[src/rtl/rv_instr_encoder.sv]
// ALU-control to RV32I R/I-type instruction encoder with a small valid/ready output FIFO.
// Define ENC_DROP_ILLEGAL_EN to count-and-discard illegal requests instead of queueing NOPs.
module rv_instr_encoder #(
  parameter int DEPTH = 2,
  parameter int CNT_W = 16
) (
  input  logic             clk,
  input  logic             rst_n,
  input  logic             flush,
  input  logic             req_valid,
  output logic             req_ready,
  input  logic [3:0]       req_aluctrl,
  input  logic             req_alusrc,
  input  logic [4:0]       req_rd,
  input  logic [4:0]       req_rs1,
  input  logic [4:0]       req_rs2,
  input  logic [11:0]      req_imm,
  output logic             instr_valid,
  input  logic             instr_ready,
  output logic [31:0]      instr,
  output logic             instr_err,
  output logic [CNT_W-1:0] instr_cnt,
  output logic [CNT_W-1:0] err_cnt
);
  localparam int AW = (DEPTH > 1) ? $clog2(DEPTH) : 1;
  localparam logic [AW:0] FULL_CNT = (AW+1)'(DEPTH);

  logic [31:0]      mem_q [DEPTH];
  logic [AW-1:0]    wr_ptr_q, wr_ptr_d, rd_ptr_q, rd_ptr_d;
  logic [AW:0]      cnt_q, cnt_d;
  logic [CNT_W-1:0] icnt_q, icnt_d, ecnt_q, ecnt_d;
  logic [32:0]      enc;
  logic             push, pop, wr_en;

  // Returns {illegal, instruction word}; illegal requests become the canonical NOP.
  function automatic logic [32:0] encode(input logic [3:0] ctrl, input logic src,
                                         input logic [4:0] rd, input logic [4:0] rs1,
                                         input logic [4:0] rs2, input logic [11:0] imm);
    logic [2:0] f3;
    logic [6:0] f7;
    logic       ok, shift;
    f3 = 3'b000; f7 = 7'b0000000; ok = 1'b1; shift = 1'b0;
    case (ctrl)
      4'b0010: f3 = 3'b000;
      4'b0110: begin f3 = 3'b000; f7 = 7'b0100000; ok = !src; end
      4'b0000: f3 = 3'b111;
      4'b0001: f3 = 3'b110;
      4'b0011: f3 = 3'b100;
      4'b0111: begin f3 = 3'b001; shift = 1'b1; end
      4'b1011: begin f3 = 3'b101; shift = 1'b1; end
      4'b1111: begin f3 = 3'b101; f7 = 7'b0100000; shift = 1'b1; end
      4'b1110: f3 = 3'b010;
      default: ok = 1'b0;
    endcase
    if (!ok)   return {1'b1, 32'h0000_0013};
    if (!src)  return {1'b0, f7, rs2, rs1, f3, rd, 7'b0110011};
    if (shift) return {1'b0, f7, imm[4:0], rs1, f3, rd, 7'b0010011};
    return {1'b0, imm, rs1, f3, rd, 7'b0010011};
  endfunction

  function automatic logic [CNT_W-1:0] sat_inc(input logic [CNT_W-1:0] v);
    return (v == '1) ? v : v + CNT_W'(1);
  endfunction

  assign enc         = encode(req_aluctrl, req_alusrc, req_rd, req_rs1, req_rs2, req_imm);
  assign req_ready   = (cnt_q != FULL_CNT);
  assign instr_valid = (cnt_q != '0);
  assign push        = req_valid && req_ready && !flush;
  assign pop         = instr_valid && instr_ready && !flush;
  assign instr       = mem_q[rd_ptr_q];
  assign instr_cnt   = icnt_q;
  assign err_cnt     = ecnt_q;

`ifdef ENC_DROP_ILLEGAL_EN
  assign wr_en     = push && !enc[32];
  assign instr_err = 1'b0;
`else
  logic [DEPTH-1:0] err_q;
  assign wr_en     = push;
  assign instr_err = err_q[rd_ptr_q];
`endif

  always_comb begin
    wr_ptr_d = wr_ptr_q;
    rd_ptr_d = rd_ptr_q;
    cnt_d    = cnt_q;
    icnt_d   = icnt_q;
    ecnt_d   = ecnt_q;
    if (flush) begin
      rd_ptr_d = wr_ptr_q;
      cnt_d    = '0;
    end else begin
      if (wr_en) wr_ptr_d = wr_ptr_q + AW'(1);
      if (pop)   rd_ptr_d = rd_ptr_q + AW'(1);
      case ({wr_en, pop})
        2'b10:   cnt_d = cnt_q + (AW+1)'(1);
        2'b01:   cnt_d = cnt_q - (AW+1)'(1);
        default: cnt_d = cnt_q;
      endcase
      if (pop)             icnt_d = sat_inc(icnt_q);
      if (push && enc[32]) ecnt_d = sat_inc(ecnt_q);
    end
  end

  always_ff @(posedge clk or negedge rst_n) begin
    if (!rst_n) begin
      wr_ptr_q <= '0;
      rd_ptr_q <= '0;
      cnt_q    <= '0;
      icnt_q   <= '0;
      ecnt_q   <= '0;
    end else begin
      wr_ptr_q <= wr_ptr_d;
      rd_ptr_q <= rd_ptr_d;
      cnt_q    <= cnt_d;
      icnt_q   <= icnt_d;
      ecnt_q   <= ecnt_d;
    end
  end

  always_ff @(posedge clk or negedge rst_n) begin
    if (!rst_n) begin
      for (int i = 0; i < DEPTH; i++) mem_q[i] <= '0;
`ifndef ENC_DROP_ILLEGAL_EN
      err_q <= '0;
`endif
    end else if (wr_en) begin
      mem_q[wr_ptr_q] <= enc[31:0];
`ifndef ENC_DROP_ILLEGAL_EN
      err_q[wr_ptr_q] <= enc[32];
`endif
    end
  end
endmodule

[config.mk]
export PLATFORM = sky130hd
export DESIGN_NAME = rv_instr_encoder
export DESIGN_NICKNAME = d
export VERILOG_FILES = /design/src/rtl/rv_instr_encoder.sv
export SDC_FILE = /design/constraint.sdc
export NUM_CORES = 1
export LEC_CHECK = 0
export ABC_AREA = 1
export BUFFER_PORTS_ARGS = -buffer_cell sky130_fd_sc_hd__buf_4
export CORE_UTILIZATION = 25
export CTS_CLUSTER_SIZE = 40
export DETAILED_ROUTE_END_ITERATION = 10
export GPL_TIMING_DRIVEN = 0
export HOLD_SLACK_MARGIN = 0.15
export SETUP_SLACK_MARGIN = 0.05
export SLEW_MARGIN = 25
export SYNTH_ARGS = -nofsm -noshare
export SYNTH_HDL_FRONTEND = slang
export SYNTH_SLANG_ARGS = --single-unit
[constraint.sdc]
create_clock -name clk -period 2 [get_ports clk]
set_input_delay 0.1 -clock clk [delete_from_list [all_inputs] [get_ports clk]]
set_output_delay 0.1 -clock clk [all_outputs]
set_load 0.05 [all_outputs]
==> results.md, run 1 <==
* First-pass GRT wire length at approximately 24000 um
* GRT Total Usage at 14.1%
* Peak VDD IR at ~1.2 mV
* DR vias at about 5k
* Endpoint type of the worst setup path: primary output
* Synth area leader: dfrtp_1
* Worst Hold Class: in2reg
* WS Path Type: reg2out
* Slowest-stage cell, CP: dfrtp_2
* DRC viols at 0
* Core Region at between 20000 and 25000 um2
* Required @ worst endpoint at roughly 1.9 ns
* Synth top area share at approximately 44%
* Antenna violations before repair at 0
* Synth unique cells at 31
* FMAX at about 0.56 GHz
* Slew Viols, Final at 0
* Compound-Gate Fraction of Synth Area at ~4.6%
* Setup TNS at 0 ns
* Delay-heaviest family, CP: buffers and inverters
* DR WL/cell at 12.8 um
* H-tree depth at 3
* Clk_lat worst skew at 0.35 ns
* Mux cell area share after synthesis at 0%
* Most common cell on crit path: buf_4
* Setup bufs post-CTS at 0
* Final Worst Setup Slack at 0.221 ns
* Status: finished, final reports clean
* Die area at roughly 21000 um2
* Die H at between 100 and 150 um
* Most frequent cells in the layout: nand2_1, buf_4, dfrtp_1
* Maxcap violations at 0
* Post-layout min period at roughly 1.8 ns
* Synth Area per Inst at 7.32 um2
* Worst path cell trace: clkbuf_4 -> nand2_1 -> o21ai_1 -> buf_4 -> buf_4
* Worst-path maximum fanout at 10
* Xor and xnor area share after synthesis at under 10%
* Sequential fraction of the synthesis area at ~44%
* RSZ-0062 raised after global routing: false
* Setup violators final at 0
* Final hold violation count at 0
* Synth Area in Simple Gates at between 40% and 50%
* WP buf/inv at 3
* Layout area overhead at 32.6%
* Register clock-pin slew on the reported worst setup and hold paths at approximately 0.070 ns
* Starting Density at 25.7%
* Tightest Pin Transition at between 0.9 and 1 ns
* Busiest grt layer: met2
* NumNets Final at 894
* Vias in the first global route at ~4.8k
* Grt ovf at 0
* 1st-pass router iterations at 4
* Synth Area in Adders at less than 1%
* # IOs at between 100 and 150
* Mapped Cells at about 710
* Area of the mapped netlist at ~5200 um2
* Pre-CTS WS at ~0.15 ns
* Relative slew slack at between 30% and 40%
* Final GP Congestion at roughly 0.77
* Clock Path Buffers at 2
* Final non-filler cell total at around 1.1k
* Final wirelength at roughly 14000 um
* Met2 global-route usage at a little under a quarter
* CP arrival at roughly 1.7 ns
* Largest net degree at the start of global routing at 93
* Most common cell after layout, fill and taps aside: nand2_1
* Met3 Use GR at between 2 and 3%
* Final period util at about nine tenths
* CP startpoint kind: flop
* Fraction of layout cells with a size suffix above 1 at between 20% and 30%
* Synth warnings at 0
* #FFs+latches synth at 92
* Met1 Usage GRT at a little under a fifth
* TritonCTS buffer count at 9
* Clock skew at ~0.0094 ns
* Buffers on Ports at 99
* Die W at approximately 150 um
* Leading post-synthesis cells by cell area: dfrtp_1, nand2_1, nand3_1, o21ai_0, inv_1
* Worst path max stage delay at 0.45 ns
* Dpl cells at 1085
* Clk root buf: clkbuf_16
* ANT nets after route at 0
* Pleak at between 3 and 4 nW
* FP Rows at between 50 and 60
* Vias per cell at 4.36
* Sinks on Clock Net at approximately 90
* Largest family of logic cells by synthesized area: simple AND/OR/NAND/NOR gates
* CTS tree: done
* DPL Wire Length at around 10000 um
* ANT cells at 0
* Power Density at approximately 1100 nW/um2
* Initial drt markers at roughly 240
==> worst min-delay path, delay by kind of cell <==
| kind | cells | cell delay (ns) |
|---|---|---|
| compound gates | 1 | 0.10 |
| buf+inv | 2 | 0.28 |
==> cell usage after synthesis (all sizes together) <==
| cell | instances |
|---|---|
| nand2 | 351 |
| dfrtp | 92 |
| nand3 | 62 |
| inv | 52 |
| nor2 | 50 |
| o21ai | 44 |
| buf | 24 |
| xor2 | 9 |
| nand4 | 8 |
| clkbuf | 7 |
| xnor2 | 6 |
| nand3b | 3 |
| ha | 2 |
| a21oi | 1 |
| conb | 1 |
| o22ai | 1 |
| or2 | 1 |
==> sequential cells by signal (all words and copies together) (netlist names) <==
| name | flops |
|---|---|
| err_q | 2 |
| rd_ptr_q | 1 |
| instr_cnt | 16 |
| wr_ptr_q | 1 |
| err_cnt | 16 |
| cnt_q | 2 |
| mem_q | 54 |
==> where the power goes <==
part,total (mW),leakage (nW),switching (mW),internal [mW]
Combinational,3.16,2.29,2.18,0.975
Sequential,2.68,1.21,0.379,2.30
Clock,1.80,0.146,0.806,0.994
==> cell type report <==
| class | instances | area, um2 |
|---|---|---|
| fillers | 2176 | 13400 |
| multi-input cells | 541 | 2510 |
| flip-flops and latches | 92 | 2300 |
| repair buffers | 129 | 1050 |
| well taps | 270 | 338 |
| clock buffers | 10 | 229 |
| plain buffers | 30 | 224 |
| inverters | 52 | 198 |
| clock inverters | 6 | 75.1 |
==> per-stage QoR <==
step | utilization, % | area [um2] | hold slack (ns) | power [mW]
2_1_floorplan | - | 5230 | -0.196 | 4.84
3_3_place_gp | 31.0 | 6310 | 0.341 | 5.79
3_5_place_dp | 31.0 | 6320 | 0.275 | 5.83
4_1_cts | 34.0 | 6930 | 0.154 | 7.72
5_1_grt | 34.0 | 6930 | 0.189 | 8.08
6_report | 34.0 | 6930 | 0.163 | 7.63
==> final timing paths <==
check	startpoint	cells past startpoint	slack (ns)	endpoint
min	flush	3	0.16	rd_ptr_q$_DFFE_PN0P_
max	rd_ptr_q$_DFFE_PN0P_	5	0.22	instr[4]
max in group asynchronous	rst_n	2	0.95	rd_ptr_q$_DFFE_PN0P_
max reg2reg	err_cnt[1]$_DFFE_PN0P_	9	0.26	err_cnt[10]$_DFFE_PN0P_
min in group asynchronous	rst_n	2	0.43	mem_q[58]$_DFFE_PN0P_
min reg2reg	mem_q[36]$_DFFE_PN0P_	2	0.45	mem_q[36]$_DFFE_PN0P_
==> layer usage <==
layer / vias to the layer above / routed length [um]
met3: 11 / 546
met2: 99 / 6800
met5: - / 0
li1: 2506 / -
met4: 0 / 141
met1: 2306 / 6930
==> cell families after synthesis <==
group	after synthesis
xor+xnor	15
flops	92
fa+ha+maj	2
simple gates	475
other cells	1
buf+inv	83
compound gates	46
==> timing repair <==
item,in CTS,in global routing
hold buffers,30,0
pin swaps,0,0
endpoints found under the setup margin,30,7
hold endpoints to repair,135,0
gates resized for setup,5,5
Note: power is estimated with default switching activity, not from simulation.
==> inputs of run 2 (changes only) <==
==> constraint.sdc (replaced) <==
create_clock -name clk -period 2 [get_ports clk]
set_input_delay 0.1 -clock clk [delete_from_list [all_inputs] [get_ports clk]]
set_output_delay 0.1 -clock clk [all_outputs]
set_load 0.02 [all_outputs]
==> run 2 against run 1 <==
Against the previous run: register-to-register slack hardly changed; sequential share of layout area is 0.10 points lower; clock power hardly changed; worst hold slack better by 0.0082 ns; first-iteration DRC count stayed put; final cell count hardly changed; utilization is 0.10 points higher; highest routed layer unchanged.
==> results.md, run 2 (synthesis gave the netlist of run 1 again) <==
* Register clock-pin slew on the reported worst setup and hold paths at 0.07 ns (about the same)
* Pleak at 3.65 nW (+0.14%)
* Maxcap violations at 0 (unchanged)
* Vias per cell at 4.33 (-0.70%)
* Switching Share at 37.7% (-6.4 points)
* NumNets Final at 896 (+0.22%)
* Final hold slack at 0.171 ns (+0.00824 ns)
* Most frequent cells in the layout: nand2_1, buf_4, dfrtp_1
* Die W at 147 um (unchanged)
* Peak VDD IR at 0.582 mV (-50%)
* DPL Wire Length at 9880 um (-0.83%)
* ANT cells at 0 (unchanged)
* Most common cell after layout, fill and taps aside: nand2_1
* Grt ovf at 0 (unchanged)
* Initial drt markers at 242 (unchanged)
* Post-layout min period at 1.76 ns (-0.0149 ns)
* First-pass GRT wire length at 24000 um (-0.97%)
* Die area at 21500 um2 (unchanged)
* Vias in the first global route at 4650 (-2.4%)
* Final wirelength at 14300 um (-0.76%)
* DR vias at 4892 (-0.61%)
* Tightest Pin Transition at 0.877 ns (-0.0296 ns)
* ANT nets after route at 0 (unchanged)
* Total Power at 6.88 mW (-9.9%)
* FMAX at 0.567 GHz (+0.84%)
* Starting Density at 25.7% (unchanged)
* GRT Total Usage at 14.0% (-0.055 points)
* Pre-CTS WS at 0.242 ns (+0.0907 ns)
* Cell internal pwr at 4.29 mW (+0.44%)
* Sinks on Clock Net at 92 (unchanged)
* Endpoint type of the worst setup path: primary output
* Worst-path maximum fanout at 10 (unchanged)
* DRC viols at 0 (unchanged)
* Logic gate share of total power at 34.7% (-6.7 points)
* # IOs at 104 (unchanged)
* Clock Path Buffers at 2 (unchanged)
* Final period util at 88.2% (-0.74 points)
* Antenna violations before repair at 0 (unchanged)
* Layout area overhead at 33.0%
* CTS tree: done
* Clock power frac at 26.4% (+2.8 points)
* Largest net degree at the start of global routing at 93 (unchanged)
* TritonCTS buffer count at 9 (unchanged)
* Setup violators final at 0 (unchanged)
* H-tree depth at 3 (unchanged)
* Clk root buf: clkbuf_16
* Power Density at 990 nW/um2 (-10%)
* Worst Hold Class: in2reg
* Max FFs per register at 54 (unchanged)
* CP startpoint kind: flop
* Die H at 147 um (unchanged)
* Required @ worst endpoint at 1.90 ns (about the same)
* Relative slew slack at 41.5% (+2.0 points)
* Status: finished, final reports clean
* NetSw at 2.59 mW (-23%)
* Buffers on Ports at 99 (unchanged)
* DR WL/cell at 12.6 um (-0.84%)
* FP Rows at 52 (unchanged)
* Final Worst Setup Slack at 0.236 ns (+0.0149 ns)
* RSZ-0062 raised after global routing: false
* CP arrival at 1.66 ns (-0.02 ns)
* Fraction of layout cells with a size suffix above 1 at 21.5% (-0.14 points)
* Setup TNS at 0 ns (unchanged)
* 1st-pass router iterations at 4 (unchanged)
* Final GP Congestion at 0.786 (+2.2%)
* Reg2reg setup slack at 0.26 ns (about the same)
* Part of the power in registers at 38.9% (+3.8 points)
* Slew Viols, Final at 0 (unchanged)
* Fin util at 34.1% (+0.10 points)
* Core Region at 20400 um2 (unchanged)
* Clock skew at 0.00549 ns (-0.00395 ns)
* Final hold violation count at 0 (unchanged)
* WS Path Type: reg2out
* Reg with most FFs: mem_q
* Clk_lat worst skew at 0.35 ns (about the same)
-- run 2: cell count changes in the layout (fill, tap and decap cells not counted), sizes merged --
cell / change
buf: +1
dlygate4sd3: +1
inv: -1
-- run 2: routing by layer --
| metal | global-route usage, % | vias to the layer above | share of wire, % |
|---|---|---|---|
| met5 | 0 | - | 0 |
| met4 | 4.22 | 0 | 1.3 |
| met3 | 3.06 | 11 | 4.5 |
| met2 | 21.9 | 104 | 46 |
| met1 | 19.3 | 2280 | 48 |
| li1 | - | 2497 | - |
-- run 2: power groups by stage --
stage                     clock, mW  sequential [mW]  combinational [mW]
after floorplan                   0             2.76                1.31
after global placement            0             2.68                2.33
after detailed placement          0             2.69                2.36
after CTS                      1.90             2.67                2.41
after global routing           1.96             2.75                2.64
final                          1.81             2.68                2.39
-- run 2: layout make-up --
cell class              instances  area (um2)
plain buffers                  30         221
repair buffers                131        1060
multi-input cells             541        2510
fillers                      2168       13400
clock buffers                  10         239
inverters                      52         201
clock inverters                 5        67.6
flip-flops and latches         92        2300
well taps                     270         338
-- run 2: per-stage QoR --
step | cells | instance area [um2]
3_3_place_gp | 1085 | 6310
2_1_floorplan | 716 | 5230
5_1_grt | 1131 | 6950
3_5_place_dp | 1085 | 6320
4_1_cts | 1130 | 6940
6_report | 1131 | 6950
-- run 2: worst paths after layout --
check | endpoint | cells after the start | startpoint
worst max-delay path | instr[22] | 5 | rd_ptr_q$_DFFE_PN0P_
worst min-delay path | cnt_q[1]$_DFFE_PN0P_ | 4 | flush
worst max register to register | err_cnt[10]$_DFFE_PN0P_ | 9 | err_cnt[0]$_DFFE_PN0P_
worst min register to register | mem_q[36]$_DFFE_PN0P_ | 2 | mem_q[36]$_DFFE_PN0P_
max in group asynchronous | rd_ptr_q$_DFFE_PN0P_ | 2 | rst_n
min in group asynchronous | mem_q[14]$_DFFE_PN0P_ | 2 | rst_n
-- run 2: repair_timing --
action / 4_1_cts / 5_1_grt
resized for setup: 4 / 2
hold buffers: 31 / 0
setup buffers: 0 / 1
endpoints found under the hold margin: 134 / 0
endpoints found under the setup margin: 25 / 17
-- run 2: critical path, stage by stage, from the launching register on --
cell        delay [ns]
dfrtp_2           0.47
clkinvlp_4        0.23
clkbuf_2          0.27
nand2_1           0.11
nand2_1           0.07
buf_4             0.16
